### src/rtl/if_id_decode_pkg.sv
// rtl/if_id_decode_pkg.sv - shared EXTOp encodings, opcode constants and NOP for IF/ID decode
// Purpose: single source of truth for the immediate-extender select codes,
//          the RV32 base opcodes that select them, and the canonical NOP.
// Ports:   none (package).
package if_id_decode_pkg;

  typedef enum logic [2:0] {
    EXT_NONE  = 3'b000,
    EXT_STYPE = 3'b001,
    EXT_ITYPE = 3'b010,
    EXT_BTYPE = 3'b100,
    EXT_UTYPE = 3'b101,
    EXT_JTYPE = 3'b110
  } extop_e;

  localparam logic [6:0] OP_IMM    = 7'b0010011;
  localparam logic [6:0] OP_LOAD   = 7'b0000011;
  localparam logic [6:0] OP_JALR   = 7'b1100111;
  localparam logic [6:0] OP_STORE  = 7'b0100011;
  localparam logic [6:0] OP_BRANCH = 7'b1100011;
  localparam logic [6:0] OP_LUI    = 7'b0110111;
  localparam logic [6:0] OP_AUIPC  = 7'b0010111;
  localparam logic [6:0] OP_JAL    = 7'b1101111;

  // addi x0, x0, 0
  localparam logic [31:0] NOP_INSTR = 32'h00000013;

  function automatic extop_e extop_of(input logic [6:0] opcode);
    extop_e w_sel;
    case (opcode)
      OP_IMM, OP_LOAD, OP_JALR: w_sel = EXT_ITYPE;
      OP_STORE:                 w_sel = EXT_STYPE;
      OP_BRANCH:                w_sel = EXT_BTYPE;
      OP_LUI, OP_AUIPC:         w_sel = EXT_UTYPE;
      OP_JAL:                   w_sel = EXT_JTYPE;
      default:                  w_sel = EXT_NONE;
    endcase
    return w_sel;
  endfunction

endpackage

### src/rtl/if_id_decode_imm_field_split.sv
// rtl/if_id_decode_imm_field_split.sv - combinational register/immediate field split and EXTOp select
// Purpose: slices a 32-bit instruction into register indices and raw
//          (unextended) immediate fields, and picks the extender mode.
// Ports:   in_instr (32) in; rs1/rs2/rd (5), iimm/simm/bimm (12),
//          iimm_shamt (5), uimm/jimm (20), EXTOp (3) out.
module imm_field_split
  import if_id_decode_pkg::*;
(
  input  logic [31:0] in_instr,
  output logic [4:0]  rs1,
  output logic [4:0]  rs2,
  output logic [4:0]  rd,
  output logic [11:0] iimm,
  output logic [4:0]  iimm_shamt,
  output logic [11:0] simm,
  output logic [11:0] bimm,
  output logic [19:0] uimm,
  output logic [19:0] jimm,
  output logic [2:0]  EXTOp
);

  assign rs1        = in_instr[19:15];
  assign rs2        = in_instr[24:20];
  assign rd         = in_instr[11:7];
  assign iimm       = in_instr[31:20];
  assign iimm_shamt = in_instr[24:20];
  assign simm       = {in_instr[31:25], in_instr[11:7]};
  // B and J immediates drop their always-zero LSB; the extender restores it.
  assign bimm       = {in_instr[31], in_instr[7], in_instr[30:25], in_instr[11:8]};
  assign uimm       = in_instr[31:12];
  assign jimm       = {in_instr[31], in_instr[19:12], in_instr[20], in_instr[30:21]};
  assign EXTOp      = extop_of(in_instr[6:0]);

endmodule

### src/rtl/if_id_decode.sv
// rtl/if_id_decode.sv - IF/ID pipeline register with valid/ready handshake and field decode
// Purpose: registers one fetched instruction/PC with latency 1, holds it
//          under backpressure, kills it on flush, and decodes fields from
//          the registered instruction.
// Ports:   clk, rstn (async active-low); in_valid/in_ready/in_instr/in_pc
//          from fetch; flush; out_valid/out_ready/out_pc/out_instr to
//          execute; rs1/rs2/rd, iimm, iimm_shamt, simm, bimm, uimm, jimm,
//          EXTOp decoded from out_instr.
// Config:  IFID_SKID_EN - adds a one-entry skid so in_ready is registered.
module if_id_decode
  import if_id_decode_pkg::*;
(
  input  logic        clk,
  input  logic        rstn,
  input  logic        in_valid,
  output logic        in_ready,
  input  logic [31:0] in_instr,
  input  logic [31:0] in_pc,
  input  logic        flush,
  output logic        out_valid,
  input  logic        out_ready,
  output logic [31:0] out_pc,
  output logic [31:0] out_instr,
  output logic [4:0]  rs1,
  output logic [4:0]  rs2,
  output logic [4:0]  rd,
  output logic [11:0] iimm,
  output logic [4:0]  iimm_shamt,
  output logic [11:0] simm,
  output logic [11:0] bimm,
  output logic [19:0] uimm,
  output logic [19:0] jimm,
  output logic [2:0]  EXTOp
);

  logic        r_valid;
  logic [31:0] r_instr;
  logic [31:0] r_pc;
  logic        w_accept;
  logic        w_out_fire;

  assign w_out_fire = r_valid && out_ready;

`ifdef IFID_SKID_EN
  logic        r_sk_full;
  logic        r_in_ready;
  logic [31:0] r_sk_instr;
  logic [31:0] r_sk_pc;

  assign in_ready = r_in_ready;
  assign w_accept = in_valid && r_in_ready;

  always_ff @(posedge clk or negedge rstn) begin
    if (!rstn) begin
      r_valid    <= 1'b0;
      r_instr    <= NOP_INSTR;
      r_pc       <= 32'h0;
      r_sk_full  <= 1'b0;
      r_in_ready <= 1'b1;
      r_sk_instr <= NOP_INSTR;
      r_sk_pc    <= 32'h0;
    end else if (flush) begin
      // Flush beats any simultaneous acceptance; the PC is left as is.
      r_valid    <= 1'b0;
      r_instr    <= NOP_INSTR;
      r_sk_full  <= 1'b0;
      r_in_ready <= 1'b1;
    end else if (r_sk_full) begin
      // Output is necessarily valid here; refill it from the skid on a take.
      if (out_ready) begin
        r_instr    <= r_sk_instr;
        r_pc       <= r_sk_pc;
        r_sk_full  <= 1'b0;
        r_in_ready <= 1'b1;
      end
    end else if (w_accept) begin
      if (!r_valid || out_ready) begin
        r_valid <= 1'b1;
        r_instr <= in_instr;
        r_pc    <= in_pc;
      end else begin
        r_sk_instr <= in_instr;
        r_sk_pc    <= in_pc;
        r_sk_full  <= 1'b1;
        r_in_ready <= 1'b0;
      end
    end else if (w_out_fire) begin
      r_valid <= 1'b0;
    end
  end
`else
  assign in_ready = !r_valid || out_ready;
  assign w_accept = in_valid && in_ready;

  always_ff @(posedge clk or negedge rstn) begin
    if (!rstn) begin
      r_valid <= 1'b0;
      r_instr <= NOP_INSTR;
      r_pc    <= 32'h0;
    end else if (flush) begin
      // Flush beats any simultaneous acceptance; the PC is left as is.
      r_valid <= 1'b0;
      r_instr <= NOP_INSTR;
    end else if (w_accept) begin
      r_valid <= 1'b1;
      r_instr <= in_instr;
      r_pc    <= in_pc;
    end else if (w_out_fire) begin
      // Contents are kept after the take; only the valid flag drops.
      r_valid <= 1'b0;
    end
  end
`endif

  assign out_valid = r_valid;
  assign out_instr = r_instr;
  assign out_pc    = r_pc;

  imm_field_split u_split (
    .in_instr   (r_instr),
    .rs1        (rs1),
    .rs2        (rs2),
    .rd         (rd),
    .iimm       (iimm),
    .iimm_shamt (iimm_shamt),
    .simm       (simm),
    .bimm       (bimm),
    .uimm       (uimm),
    .jimm       (jimm),
    .EXTOp      (EXTOp)
  );

endmodule

### config.mk
export PLATFORM = sky130hd
export DESIGN_NAME = if_id_decode
export DESIGN_NICKNAME = d
export VERILOG_FILES = /design/src/rtl/if_id_decode_pkg.sv /design/src/rtl/if_id_decode_imm_field_split.sv /design/src/rtl/if_id_decode.sv
export SDC_FILE = /design/constraint.sdc
export NUM_CORES = 1
export LEC_CHECK = 0
export BUFFER_PORTS_ARGS = -buffer_cell sky130_fd_sc_hd__buf_2
export CAP_MARGIN = 10
export CORE_MARGIN = 5
export CORE_UTILIZATION = 25
export CTS_CLUSTER_DIAMETER = 60
export DETAILED_ROUTE_END_ITERATION = 12
export PLACE_DENSITY = 0.56
export SYNTH_ARGS = -nofsm -noshare
export SYNTH_HDL_FRONTEND = slang
export SYNTH_SLANG_ARGS = --single-unit
export TNS_END_PERCENT = 10
### constraint.sdc
create_clock -name clk -period 2 [get_ports clk]
set_input_delay 0.1 -clock clk [delete_from_list [all_inputs] [get_ports clk]]
set_output_delay 0.1 -clock clk [all_outputs]
set_load 0.005 [all_outputs]
After elaboration in Yosys (flattened, before gate mapping)
Index checks and enable logic that the tools add are counted.
{"block": "totals", "reg_bits": 65, "in_bits": 69, "out_inout_bits": 165}
{"block": "classes", "bitwise_logic": 1, "muxes": 6, "n_eq_ne": 8, "n_reduce_logical": 9}
{"op": "2-to-1 mux 32 bit", "count": 2}
{"op": "equality test 7 bit, second input constant", "count": 3}
{"op": "one-hot mux 3 bit (5 select lines)", "count": 1}
{"op": "equality test 7 x 5 -> 1 bit, second input constant", "count": 2}
{"op": "equality test 7 x 6 -> 1 bit, second input constant", "count": 2}
{"op": "equality test 7 x 2 -> 1 bit, second input constant", "count": 1}
{"op": "2-to-1 mux 1 bit", "count": 3}
{"op": "nonzero test 3 bit", "count": 1}
{"op": "OR reduction 3 bit", "count": 1}
{"op": "logical AND 1 bit", "count": 2}
{"op": "AND reduction 2 bit", "count": 1}
{"op": "nonzero test 2 bit", "count": 1}
{"op": "OR reduction 2 bit", "count": 1}
{"op": "logical NOT 1 bit", "count": 1}
{"op": "logical OR 1 bit", "count": 1}
{"op": "NOT 1 bit", "count": 1}

Longest topological paths before layout
{"block": "logic_depth", "depth_word": 5, "depth_mapped": 5, "ltp_nobuf": 3}

By module
Synthesis repeated with hierarchy kept, for this count alone.
{"block": "hier_totals", "hier_cells": 326, "area_unflattened_um2": 3419.5}
{"module": "if_id_decode", "area_each_um2": 2621.3, "cells_per_inst": 218, "instances": 1}
{"module": "imm_field_split", "area_each_um2": 798.3, "cells_per_inst": 108, "instances": 1}

Least setup slack after synthesis
OpenSTA, ideal clock, no wires.
{"block": "synth_path", "path_kind": "register to register", "startpoint": "register r_valid (netlist: out_valid)", "endpoint": "register r_pc[30] (netlist: out_pc[30])", "t_arrival_ps": 1367, "path_stages_with_launch": 5, "setup_slack_ps": 508, "path_buffers": 1, "t_required_ps": 1875, "cell_sequence": "dfrtp_1 > nand2b_2 > nor3b_4 > buf_4 > mux2_2"}
{"block": "synth_between", "elab_chain_len": 4}
{"element": "start: declaration", "line": "if_id_decode.sv:36", "source": "logic r_valid;"}
{"element": "start signal: assignment", "line": "if_id_decode.sv:97", "source": "r_valid <= 1'b0;"}
{"element": "start signal: assignment", "line": "if_id_decode.sv:102", "source": "r_valid <= 1'b0;"}
{"element": "start signal: assignment", "line": "if_id_decode.sv:105", "source": "r_valid <= 1'b1;"}
{"element": "logical NOT 1 bit", "line": "if_id_decode.sv:92", "source": "assign in_ready = !r_valid || out_ready;"}
{"element": "logical OR 1 bit", "line": "if_id_decode.sv:92"}
{"element": "named net in_ready", "line": "if_id_decode.sv:16", "source": "output logic in_ready,"}
{"element": "logical AND 1 bit", "line": "if_id_decode.sv:93", "source": "assign w_accept = in_valid && in_ready;"}
{"element": "AND reduction 2 bit (no source line)"}
{"element": "end signal: assignment", "line": "if_id_decode.sv:107", "source": "r_pc <= in_pc;"}
{"element": "end: declaration", "line": "if_id_decode.sv:38", "source": "logic [31:0] r_pc;"}
The timed path passes the listed nets, and every way through them passes these cells.
A chain may end at the register's enable or synchronous reset.

Worst setup path in the final report
{"block": "layout_path", "startpoint": "register r_valid (netlist: out_valid)", "endpoint": "register r_pc[1] (netlist: out_pc[1])"}
{"block": "layout_between", "elab_chain_len": 4}
{"element": "logical NOT 1 bit", "line": "if_id_decode.sv:92"}
{"element": "logical OR 1 bit", "line": "if_id_decode.sv:92"}
{"element": "logical AND 1 bit", "line": "if_id_decode.sv:93"}
{"element": "AND reduction 2 bit (no source line)"}
Every way passes these cells.

==> flow_summary.json <==
{
  "cts.path.max_buffers": 2,
  "cts_sinks": 65,
  "drive_gt1_share_pct": 62.07,
  "gr-total-overflow": 0,
  "yosysWarnings": 0,
  "timing.fmax_ghz": 0.6273,
  "vdd_drop_max_v": 0.0004067,
  "dp_cells": 556,
  "hold_depth": 2,
  "crit-reg2reg-launch": "out_valid$_DFFE_PN0P_",
  "arrival_ns": 1.80,
  "dieWidth_um": 122.9,
  "routabilityCongestion": 0.6487,
  "grt_antenna_before_repair": 0,
  "grt_setup_unrepaired": "false",
  "hold_viol_final": 0,
  "critical-path-max-stage-delay_ns": 0.38,
  "cp-startpoint": "out_valid$_DFFE_PN0P_",
  "ios": 234,
  "drt-initial-drc-count": 50,
  "routed_wl_um": 8702,
  "pre_cts_ws_ns": 0.3924,
  "syn_area_um2": 3188,
  "vias": 2539,
  "yosysTopAreaCell": "dfrtp_1",
  "seq_area_frac_synth_pct": 51.14,
  "power.leakage_uw": 0.002607,
  "final_cells": 636,
  "drc_errors": 0,
  "diodes": 0,
  "via_per_inst": 3.992,
  "slew_headroom_pct": 59.98,
  "areaGrowthSynthToFinish_pct": 50.59,
  "path_max_fanout": 61,
  "worstSetupPathType": "reg -> reg",
  "hold_path_startpoint": "in_pc[1]",
  "io_buffers": 233,
  "worstHoldPathType": "in -> reg",
  "finalSetupViolCount": 0,
  "nets": 528,
  "worstPathCellList": "nand2b_2, nor3b_4, buf_12, mux2_2",
  "yosysMostFrequentCell": "buf_4",
  "synth_nets": 323,
  "track_usage_pct": 11.00,
  "cts_buffers": 9,
  "final_core_util_pct": 38.20,
  "power_density_nw_per_um2": 814.6,
  "synth_edf_count": 0,
  "postCtsSetupBuffers": 0,
  "syn_inst": 254,
  "slew_viol_final": 0,
  "required_ns": 2.21,
  "worstMarginPinSlew_ns": 0.6003,
  "wl_per_cell_um": 13.68,
  "hpwl_um": 6110,
  "setup_tns_ns": 0,
  "worstSetupEndpointType": "register",
  "maxCapViolations": 0,
  "fp-row-count": 41,
  "setup.worst_path.start_class": "register",
  "ys_types": 22,
  "first_pass_iters": 4,
  "grt_pass1_vias": 2472,
  "yosys-top-cells-area": "dfrtp_1 49%, buf_4 23%, mux2_2 11%",
  "die_h_um": 122.9,
  "core_um2": 12570,
  "cts_tree": "built",
  "clk_pin_slew_ns": 0.05,
  "skew_ns": 0.006867,
  "async_flop_share_pct": 100.0,
  "worst_slack_ns": 0.4058,
  "post-route-period-util_pct": 79.71,
  "grt_pass1_wl_um": 12610,
  "r2r_cells": 4,
  "synthFlopType": "dfrtp_1",
  "avgSynthCellArea_um2": 12.55,
  "fin_crit_ns": 1.594,
  "synth_commonest_cells": "97 x buf_4, 62 x dfrtp_1, 32 x mux2_2",
  "status": "complete, no violations",
  "whs_ns": 0.02653,
  "htreeDepth": 3,
  "drtAntennaViolNets": 0,
  "clk_latency_ns": 0.33,
  "grt_max_degree": 62,
  "slowest_stage": "dfrtp_1",
  "dieArea_um2": 15110,
  "cts_root_buffer": "clkbuf_16",
  "synth_seq_cells": 65,
  "synth_top_area_share_pct": 48.67,
  "start_util_pct": 25.37
}
state kept, by name, indices dropped and copies added (netlist names):
register and cells:
out_valid 1, out_pc 32, out_instr 32
per-stage QoR:
stage | power [uW] | cell area (um2)
after floorplan | 1985 | 3188
after global placement | 2242 | 3851
after detailed placement | 2253 | 3851
after CTS | 4001 | 4801
after global routing | 4133 | 4801
final | 3911 | 4801
layout by cell type, fill, tap and decap left out, types with 3 or more instances in the layout:
master	n
a21oi_1	3
buf_12	3
clkbuf_8	3
dlygate4sd3_1	64
mux2_2	32
buf_2	233
clkbuf_16	9
o22a_1	3
dfstp_2	3
dfrtp_1	62
nor2_1	3
a22o_1	29
area by class of cell:
class	instances	area [um2]
fill	1222	7767
timing repair buffer	300	1867
sequential	65	1630
multi-input combinational	82	775.7
clock buffer	14	274.0
tap	172	215.2
clock inverter	2	35.03
inverter	1	3.754
metal layers:
metal | share of wire [%] | up-vias | GRT usage (%) | wire length [um]
li1 | - | 1199 | - | -
met1 | 37 | 1184 | 12.45 | 3241
met2 | 50 | 143 | 18.52 | 4382
met3 | 10 | 13 | 3.477 | 913
met4 | 1.9 | 0 | 5.808 | 165
met5 | 0 | - | 0 | 0
cells by family after synthesis:
logic type,share of synthesized area (%)
buffers and inverters,24.88
flip-flops,51.14
AO/OA/AOI/OAI,9.930
multiplexers,11.30
AND/OR/NAND/NOR,2.473
XOR/XNOR,0.2748
path summary, 6_finish.rpt:
| kind | slack, ns | end |
|---|---|---|
| min | 0.03 | out_pc[1]$_DFFE_PN0P_ |
| max reg2reg | 0.41 | out_pc[1]$_DFFE_PN0P_ |
| min reg2reg | 0.50 | out_pc[19]$_DFFE_PN0P_ |
| min in group asynchronous | 0.32 | out_instr[31]$_DFFE_PN0P_ |
| max | 0.41 | out_pc[1]$_DFFE_PN0P_ |
| max in group asynchronous | 0.99 | out_instr[4]$_DFFE_PN1P_ |
where the power goes:
group          switching [uW]  leakage (uW)  internal (uW)
Clock                     527      0.000153           1060
Sequential                108      0.000808           1470
Combinational             294       0.00165            446
what timing repair did:
| action | in CTS | in global routing |
|---|---|---|
| hold endpoints to repair | 86 | 0 |
| resized for setup | 0 | 0 |
| hold buffers | 64 | 0 |
worst max-delay path: cells and delay by family, from the launching register on:
family,cells,cell delay (ns)
AND/OR/NAND/NOR,2,0.39
flip-flops,1,0.38
buffers and inverters,1,0.31
multiplexers,1,0.38
No activity file was read; power rests on OpenSTA's default activity.
